--- config.mk ---
export PLATFORM = sky130hd
export DESIGN_NAME = camera_i2c_config_sequencer
export DESIGN_NICKNAME = d
export VERILOG_FILES = /design/src/rtl/camera_i2c_config_sequencer.sv
export SDC_FILE = /design/constraint.sdc
export NUM_CORES = 1
export LEC_CHECK = 0
export CAP_MARGIN = 0
export CELL_PAD_IN_SITES_DETAIL_PLACEMENT = 1
export CELL_PAD_IN_SITES_GLOBAL_PLACEMENT = 1
export CORE_MARGIN = 2
export CORE_UTILIZATION = 44
export CTS_CLUSTER_SIZE = 10
export DETAILED_ROUTE_END_ITERATION = 8
export PLACE_DENSITY_LB_ADDON = 0.1
export SLEW_MARGIN = 40
export SYNTH_ARGS = -nofsm -noshare
export SYNTH_HDL_FRONTEND = slang
export SYNTH_SLANG_ARGS = --single-unit
--- constraint.sdc ---
create_clock -name clk -period 4.45 [get_ports clk]
set_input_delay 0.89 -clock clk [delete_from_list [all_inputs] [get_ports clk]]
set_output_delay 0.89 -clock clk [all_outputs]
set_load 0.02 [all_outputs]
--- src/rtl/camera_i2c_config_sequencer.sv ---
// camera_i2c_config_sequencer
//
// Power-up / re-configuration sequencer for the D5M camera. It holds the camera in reset,
// waits for the sensor to power up, then walks an external register table and writes each
// entry as a four-byte I2C write (slave address, register address, data high, data low)
// through a byte-command engine. Done / error status is reported to the HPS.
//
// Optional feature macro: CAMCFG_DELAY_EN
//   Defined: a table entry whose register address is 8'hFF is a pure delay of
//   data * DELAY_UNIT cycles and produces no I2C traffic.
//   Undefined: 8'hFF is written like any other register address.
//
// Ports:
//   clk, reset_n        system clock, asynchronous active-low reset
//   start               1-cycle pulse: rerun the whole sequence (ignored while busy)
//   cfg_index           table index; the table answers combinationally on cfg_entry
//   cfg_entry           {reg_addr[23:16], data[15:0]}
//   i2c_cmd_*           byte command to the engine (valid/ready, start/stop flags, byte)
//   i2c_rsp_valid/nack  one response per accepted byte, nack qualifies valid
//   cam_reset_n         camera reset, active low
//   busy, done, error   status
//   err_index           entry that ran out of retries
module camera_i2c_config_sequencer #(
  parameter int unsigned NUM_REGS       = 16,
  parameter int unsigned IDX_W          = 6,
  parameter logic [7:0]  SLAVE_ADDR     = 8'hBA,
  parameter int unsigned RESET_CYCLES   = 1000,
  parameter int unsigned POWERUP_CYCLES = 50000,
  parameter int unsigned MAX_RETRIES    = 3,
  parameter int unsigned DELAY_UNIT     = 50
) (
  input  logic             clk,
  input  logic             reset_n,
  input  logic             start,
  output logic [IDX_W-1:0] cfg_index,
  input  logic [23:0]      cfg_entry,
  output logic             i2c_cmd_valid,
  input  logic             i2c_cmd_ready,
  output logic             i2c_cmd_start,
  output logic             i2c_cmd_stop,
  output logic [7:0]       i2c_cmd_byte,
  input  logic             i2c_rsp_valid,
  input  logic             i2c_rsp_nack,
  output logic             cam_reset_n,
  output logic             busy,
  output logic             done,
  output logic             error,
  output logic [IDX_W-1:0] err_index
);

  localparam logic [3:0] RST_HOLD = 4'd0;
  localparam logic [3:0] PWR_WAIT = 4'd1;
  localparam logic [3:0] FETCH    = 4'd2;
  localparam logic [3:0] SEND     = 4'd3;
  localparam logic [3:0] WAIT_RSP = 4'd4;
  localparam logic [3:0] NEXT     = 4'd5;
  localparam logic [3:0] DONE     = 4'd6;
  localparam logic [3:0] ERROR    = 4'd7;
`ifdef CAMCFG_DELAY_EN
  localparam logic [3:0] DELAY    = 4'd8;
`endif

  // One counter serves the reset hold, the power-up wait and (optionally) delay entries.
  localparam int unsigned HOLD_MAX = (RESET_CYCLES > POWERUP_CYCLES) ? RESET_CYCLES
                                                                     : POWERUP_CYCLES;
`ifdef CAMCFG_DELAY_EN
  localparam int unsigned DLY_MAX  = 65535 * DELAY_UNIT;
  localparam int unsigned CNT_MAX  = (DLY_MAX > HOLD_MAX) ? DLY_MAX : HOLD_MAX;
`else
  localparam int unsigned CNT_MAX  = HOLD_MAX;
`endif
  localparam int unsigned CNT_W    = (CNT_MAX > 1) ? $clog2(CNT_MAX) : 1;
  localparam int unsigned RTY_W    = (MAX_RETRIES > 0) ? $clog2(MAX_RETRIES + 1) : 1;

  localparam logic [CNT_W-1:0] RST_LAST = CNT_W'(RESET_CYCLES - 1);
  localparam logic [CNT_W-1:0] PWR_LAST = CNT_W'(POWERUP_CYCLES - 1);
  localparam logic [RTY_W-1:0] RTY_MAX  = RTY_W'(MAX_RETRIES);
  localparam logic [IDX_W-1:0] LAST_IDX = IDX_W'(NUM_REGS - 1);

  logic [3:0]       state_q, state_d;
  logic [CNT_W-1:0] cnt_q, cnt_d;
  logic [1:0]       byte_cnt_q, byte_cnt_d;
  logic [RTY_W-1:0] retry_q, retry_d;
  logic [23:0]      entry_q, entry_d;
  logic [IDX_W-1:0] idx_q, idx_d;
  logic [IDX_W-1:0] err_idx_q, err_idx_d;

`ifdef CAMCFG_DELAY_EN
  logic [31:0] dly_total;
  assign dly_total = 32'(cfg_entry[15:0]) * DELAY_UNIT;
`else
  // DELAY_UNIT only matters when delay entries are enabled.
  logic unused_delay_unit;
  assign unused_delay_unit = ^DELAY_UNIT;
`endif

  always_comb begin
    state_d    = state_q;
    cnt_d      = cnt_q;
    byte_cnt_d = byte_cnt_q;
    retry_d    = retry_q;
    entry_d    = entry_q;
    idx_d      = idx_q;
    err_idx_d  = err_idx_q;
    case (state_q)
      RST_HOLD: begin
        if (cnt_q == RST_LAST) begin
          cnt_d   = '0;
          state_d = PWR_WAIT;
        end else begin
          cnt_d = cnt_q + CNT_W'(1);
        end
      end
      PWR_WAIT: begin
        if (cnt_q == PWR_LAST) begin
          cnt_d   = '0;
          state_d = (NUM_REGS > 0) ? FETCH : DONE;
        end else begin
          cnt_d = cnt_q + CNT_W'(1);
        end
      end
      FETCH: begin
        entry_d    = cfg_entry;
        byte_cnt_d = 2'd0;
        state_d    = SEND;
`ifdef CAMCFG_DELAY_EN
        if (cfg_entry[23:16] == 8'hFF) begin
          if (dly_total == 32'd0) begin
            state_d = NEXT;
          end else begin
            // Down-counter reaches zero after exactly dly_total DELAY cycles.
            cnt_d   = CNT_W'(dly_total - 32'd1);
            state_d = DELAY;
          end
        end
`endif
      end
      SEND: begin
        if (i2c_cmd_ready) state_d = WAIT_RSP;
      end
      WAIT_RSP: begin
        if (i2c_rsp_valid) begin
          if (!i2c_rsp_nack) begin
            if (byte_cnt_q == 2'd3) begin
              state_d = NEXT;
            end else begin
              byte_cnt_d = byte_cnt_q + 2'd1;
              state_d    = SEND;
            end
          end else if (retry_q < RTY_MAX) begin
            // The engine already closed the bus with STOP; restart the whole write.
            retry_d    = retry_q + RTY_W'(1);
            byte_cnt_d = 2'd0;
            state_d    = SEND;
          end else begin
            err_idx_d = idx_q;
            state_d   = ERROR;
          end
        end
      end
      NEXT: begin
        retry_d = '0;
        if (idx_q == LAST_IDX) begin
          state_d = DONE;
        end else begin
          idx_d   = idx_q + IDX_W'(1);
          state_d = FETCH;
        end
      end
`ifdef CAMCFG_DELAY_EN
      DELAY: begin
        if (cnt_q == '0) begin
          state_d = NEXT;
        end else begin
          cnt_d = cnt_q - CNT_W'(1);
        end
      end
`endif
      DONE, ERROR: begin
        if (start) begin
          idx_d   = '0;
          retry_d = '0;
          cnt_d   = '0;
          state_d = RST_HOLD;
        end
      end
      default: state_d = RST_HOLD;
    endcase
  end

  always_ff @(posedge clk or negedge reset_n) begin
    if (!reset_n) begin
      state_q    <= RST_HOLD;
      cnt_q      <= '0;
      byte_cnt_q <= 2'd0;
      retry_q    <= '0;
      entry_q    <= '0;
      idx_q      <= '0;
      err_idx_q  <= '0;
    end else begin
      state_q    <= state_d;
      cnt_q      <= cnt_d;
      byte_cnt_q <= byte_cnt_d;
      retry_q    <= retry_d;
      entry_q    <= entry_d;
      idx_q      <= idx_d;
      err_idx_q  <= err_idx_d;
    end
  end

  always_comb begin
    case (byte_cnt_q)
      2'd0:    i2c_cmd_byte = SLAVE_ADDR;
      2'd1:    i2c_cmd_byte = entry_q[23:16];
      2'd2:    i2c_cmd_byte = entry_q[15:8];
      default: i2c_cmd_byte = entry_q[7:0];
    endcase
  end

  // Outputs decode straight from registered state so they are glitch-free and
  // snap to their reset values the moment reset_n falls.
  assign i2c_cmd_valid = (state_q == SEND);
  assign i2c_cmd_start = (byte_cnt_q == 2'd0);
  assign i2c_cmd_stop  = (byte_cnt_q == 2'd3);
  assign cam_reset_n   = (state_q != RST_HOLD);
  assign done          = (state_q == DONE);
  assign error         = (state_q == ERROR);
  assign busy          = !(done || error);
  assign cfg_index     = idx_q;
  assign err_index     = err_idx_q;

endmodule

==> results.sh <==
export IMPL_result_of_the_run="finished, final reports clean"
export IMPL_final_critical_period_ps=3240
export IMPL_yosysSeqAreaShare_pct=46.8
export IMPL_crit_type="register to output pin"
export IMPL_detailedPlace_worstSlack_ps=1580
export IMPL_timing_hold_worst_class="input pin to async pin"
export IMPL_setup_worst_path_end_class="output pin"
export IMPL_ctsHtreeMaxLevel=3
export IMPL_yosysTopAreaCell="sky130_fd_sc_hd__dfrtp_1"
export IMPL_post_dp_cell_area_um2=3780
export IMPL_worst_path_max_delay_cell="sky130_fd_sc_hd__clkdlybuf4s50_1"
export IMPL_floorplan_die_area_um2=7860
export IMPL_track_usage_pct=21.7
export IMPL_postSynthAreaPerCell_um2=10.7
export IMPL_timing_fmax_mhz=309
export IMPL_cts_root_buffer_cell="sky130_fd_sc_hd__clkbuf_8"
export IMPL_rsz_0062_raised_after_global_routing="false"
export IMPL_routed_via_count=2491
export IMPL_grt_first_pass_wirelength_mm=13.0
export IMPL_number_of_enable_type_register_cells_in_the_synthesized_netlist=0
export IMPL_post_synth_num_cell_types=49
export IMPL_globalRouteMet2Util_pct=34.8
export IMPL_largest_net_degree_at_the_start_of_global_routing=39
export IMPL_crit_chain="inv_1, ha_1, a221o_1, mux2_2, clkdlybuf4s50_1"
export IMPL_cts_tree="done"
export IMPL_global_route_usage_met3_pct=4.10
export IMPL_layout_drive_gt1_share_pct=19.4
export IMPL_ctsResizeCount=0
export IMPL_gp_congestion=0.805
export IMPL_areaGrowthSynthToFinish_pct=26.2
export IMPL_placement_rows=30
export IMPL_final_critical_path_setup_slack_ps=1210
export IMPL_antenna_diodes=0
export IMPL_detailedRoute_firstPassIterationCount=4
export IMPL_worstSetupStartpointType="register"
export IMPL_antenna_found_initial=0
export IMPL_io_pin_count=57
export IMPL_grt_pass1_vias=2602
export IMPL_drtAntennaViolNets=0
export IMPL_clock_power_share_pct=46.6
export IMPL_worst_case_register_to_register_setup_slack_ps=2200
export IMPL_slew_violations=0
export IMPL_timing_slew_headroom_pct=51.9
export IMPL_cts_hold_fix_buffers=0
export IMPL_synth_seq_cells=59
export IMPL_numCtsBuffers=9
export IMPL_die_height_um=88.7
export IMPL_detail_route_drc_violations=0
export IMPL_final_min_period_over_clock_period_pct=72.7
export IMPL_ys_dominant_reg_cell="sky130_fd_sc_hd__dfrtp_1"
export IMPL_slowest_cell_delay_on_critical_path_ps=540
export IMPL_layout_commonest_cell="sky130_fd_sc_hd__dfrtp_1"
export IMPL_power_frac_seq_pct=49.7
export IMPL_arrival_ps=2350
export IMPL_fillers=758
export IMPL_share_of_yosys_cell_area_claimed_by_the_top_area_cell_type_pct=46.8
export IMPL_layout_common_cells="sky130_fd_sc_hd__dfrtp_1, sky130_fd_sc_hd__clkdlybuf4s50_1, sky130_fd_sc_hd__mux2_2"
export IMPL_initial_utilization_pct=45.9
export IMPL_synthesis_yosys_warnings=0
export IMPL_synthesis_instances=295
export IMPL_max_slew_worst_pin_slew_ps=721
export IMPL_p_total_mw=1.08
export IMPL_clock_insertion_delay_worst_skew_ps=350
export IMPL_grtUsageMet1_pct=28.7
export IMPL_worst_skew_ps=13.6
export IMPL_p_int_mw=0.832
export IMPL_cts_num_sinks=59
export IMPL_crit_fanout=8
export IMPL_routed_wire_length_per_instance_um=17.4
export IMPL_floorplan_die_width_um=88.7
export IMPL_pwr_density_cell_nw_per_um2=271
export IMPL_post_synth_instance_area_um2=3150
export IMPL_setup_violations_final=0
export IMPL_combPwrFrac_pct=3.6
export IMPL_postSynth_asyncResetShare_pct=100
export IMPL_switching_power_mw=0.245
export IMPL_cts_reportedPaths_clkPinSlew_ps=70
export IMPL_setup_tns_ps=0
export IMPL_detail_route_vias_per_cell=5.52
export IMPL_total_non_filler_cell_area_in_the_finished_layout_um2=3980
export IMPL_dpl_hpwl_mm=5.50
export IMPL_crit_buf_inv=2
export IMPL_hold_viol=0
export IMPL_drt_iter0_markers=80
export IMPL_global_route_peak_usage_layer="met2"
export IMPL_worst_endpoint_required_ps=3560
export IMPL_port_buffers=56
export IMPL_detail_route_wirelength_mm=7.87
export IMPL_clk_path_buf_depth=2
export IMPL_synth_top_cells_by_area="sky130_fd_sc_hd__dfrtp_1, sky130_fd_sc_hd__mux2_2, sky130_fd_sc_hd__ha_1"
export IMPL_cp_top_family="buffers and inverters"
export IMPL_core_region_area_um2=6870
export IMPL_cts_post_setup_buffers_inserted=0
export IMPL_fraction_of_power_spent_switching_nets_pct=22.7
export IMPL_grt_overflow_total=0
export IMPL_layout_nets=389
export IMPL_p_leak_nw=1.79
export IMPL_maxCapViolations=0
export IMPL_vdd_drop_max_v=0.000154
export IMPL_synth_fp_nets=334
synth_stat cells (2+ instances only):
cell,number
sky130_fd_sc_hd__nand2_1,28
sky130_fd_sc_hd__nand3_1,9
sky130_fd_sc_hd__nand4_1,6
sky130_fd_sc_hd__and4_1,4
sky130_fd_sc_hd__a221o_1,5
sky130_fd_sc_hd__a21oi_1,12
sky130_fd_sc_hd__nor3_1,9
sky130_fd_sc_hd__mux2i_1,2
sky130_fd_sc_hd__a22o_1,3
sky130_fd_sc_hd__dfrtp_1,59
sky130_fd_sc_hd__a21o_1,3
sky130_fd_sc_hd__a31oi_1,6
sky130_fd_sc_hd__and3_1,6
sky130_fd_sc_hd__nor2b_1,3
sky130_fd_sc_hd__and2_1,3
sky130_fd_sc_hd__nand3b_1,2
sky130_fd_sc_hd__xor2_1,6
sky130_fd_sc_hd__ha_1,9
sky130_fd_sc_hd__nor2_1,20
sky130_fd_sc_hd__a22oi_1,3
sky130_fd_sc_hd__clkbuf_1,6
sky130_fd_sc_hd__o31ai_1,4
sky130_fd_sc_hd__nand2b_1,2
sky130_fd_sc_hd__mux2_2,36
sky130_fd_sc_hd__o21ai_0,16
sky130_fd_sc_hd__inv_1,3
sky130_fd_sc_hd__buf_2,6
sky130_fd_sc_hd__and4bb_2,2
sky130_fd_sc_hd__buf_6,2
metrics by stage:
stage                     hold slack [ps]  util, %  instances
after floorplan                       454        -        295
after global placement                473     55.0        435
after detailed placement              494     55.0        435
after CTS                             510     58.0        451
after global routing                  528     58.0        451
final                                 506     58.0        451
kinds of logic after synthesis:
family | Yosys count | synth area share, %
and+or+nand+nor | 105 | 18.6
DFF | 59 | 46.8
AOI/OAI and AO/OA | 58 | 12.4
muxes | 39 | 13.8
buffers and inverters | 18 | 2.86
adders and majority gates | 9 | 3.57
xor gates and xnor gates | 7 | 1.94
final cells by class:
cell class	instances	area [um2]	area share, %
inverters	4	15.0	0.377
well taps	96	120	3.02
clock inverters	6	65.1	1.63
multi-input cells	218	1590	40.0
clock buffers	10	138	3.46
repair buffers	58	573	14.4
flip-flops and latches	59	1480	37.1
final timing paths:
kind,depth (start not counted),from,endpoint
worst max-delay path,5,byte_cnt_q[0],i2c_cmd_byte[4]
worst min-delay path,1,reset_n,entry_q[0]
worst max register to register,5,state_q[0],cnt_q[10]
worst min register to register,1,entry_q[3],entry_q[3]
max in group asynchronous,2,reset_n,state_q[2]
min in group clk,1,entry_q[3],entry_q[3]
power groups by stage:
stage / Sequential (mW) / Clock, mW / Combinational (mW)
6_report: 0.536 / 0.502 / 0.0391
2_1_floorplan: 0.546 / 0 / 0.000885
3_5_place_dp: 0.546 / 0 / 0.0398
5_1_grt: 0.536 / 0.543 / 0.0430
4_1_cts: 0.536 / 0.517 / 0.0402
3_3_place_gp: 0.546 / 0 / 0.0396
registers in the layout, summed over array words and instances, names as in the netlist:
signal	flops
byte_cnt_q	2
cfg_index	6
state_q	3
retry_q	2
err_index	6
cnt_q	16
entry_q	24
metal layers:
layer | part of all wire (%) | up-vias
li1 | - | 1196
met1 | 48 | 1234
met2 | 46 | 50
met3 | 4.1 | 11
met4 | 1.5 | 0
met5 | 0 | -
Note: power is estimated with default switching activity, not from simulation.
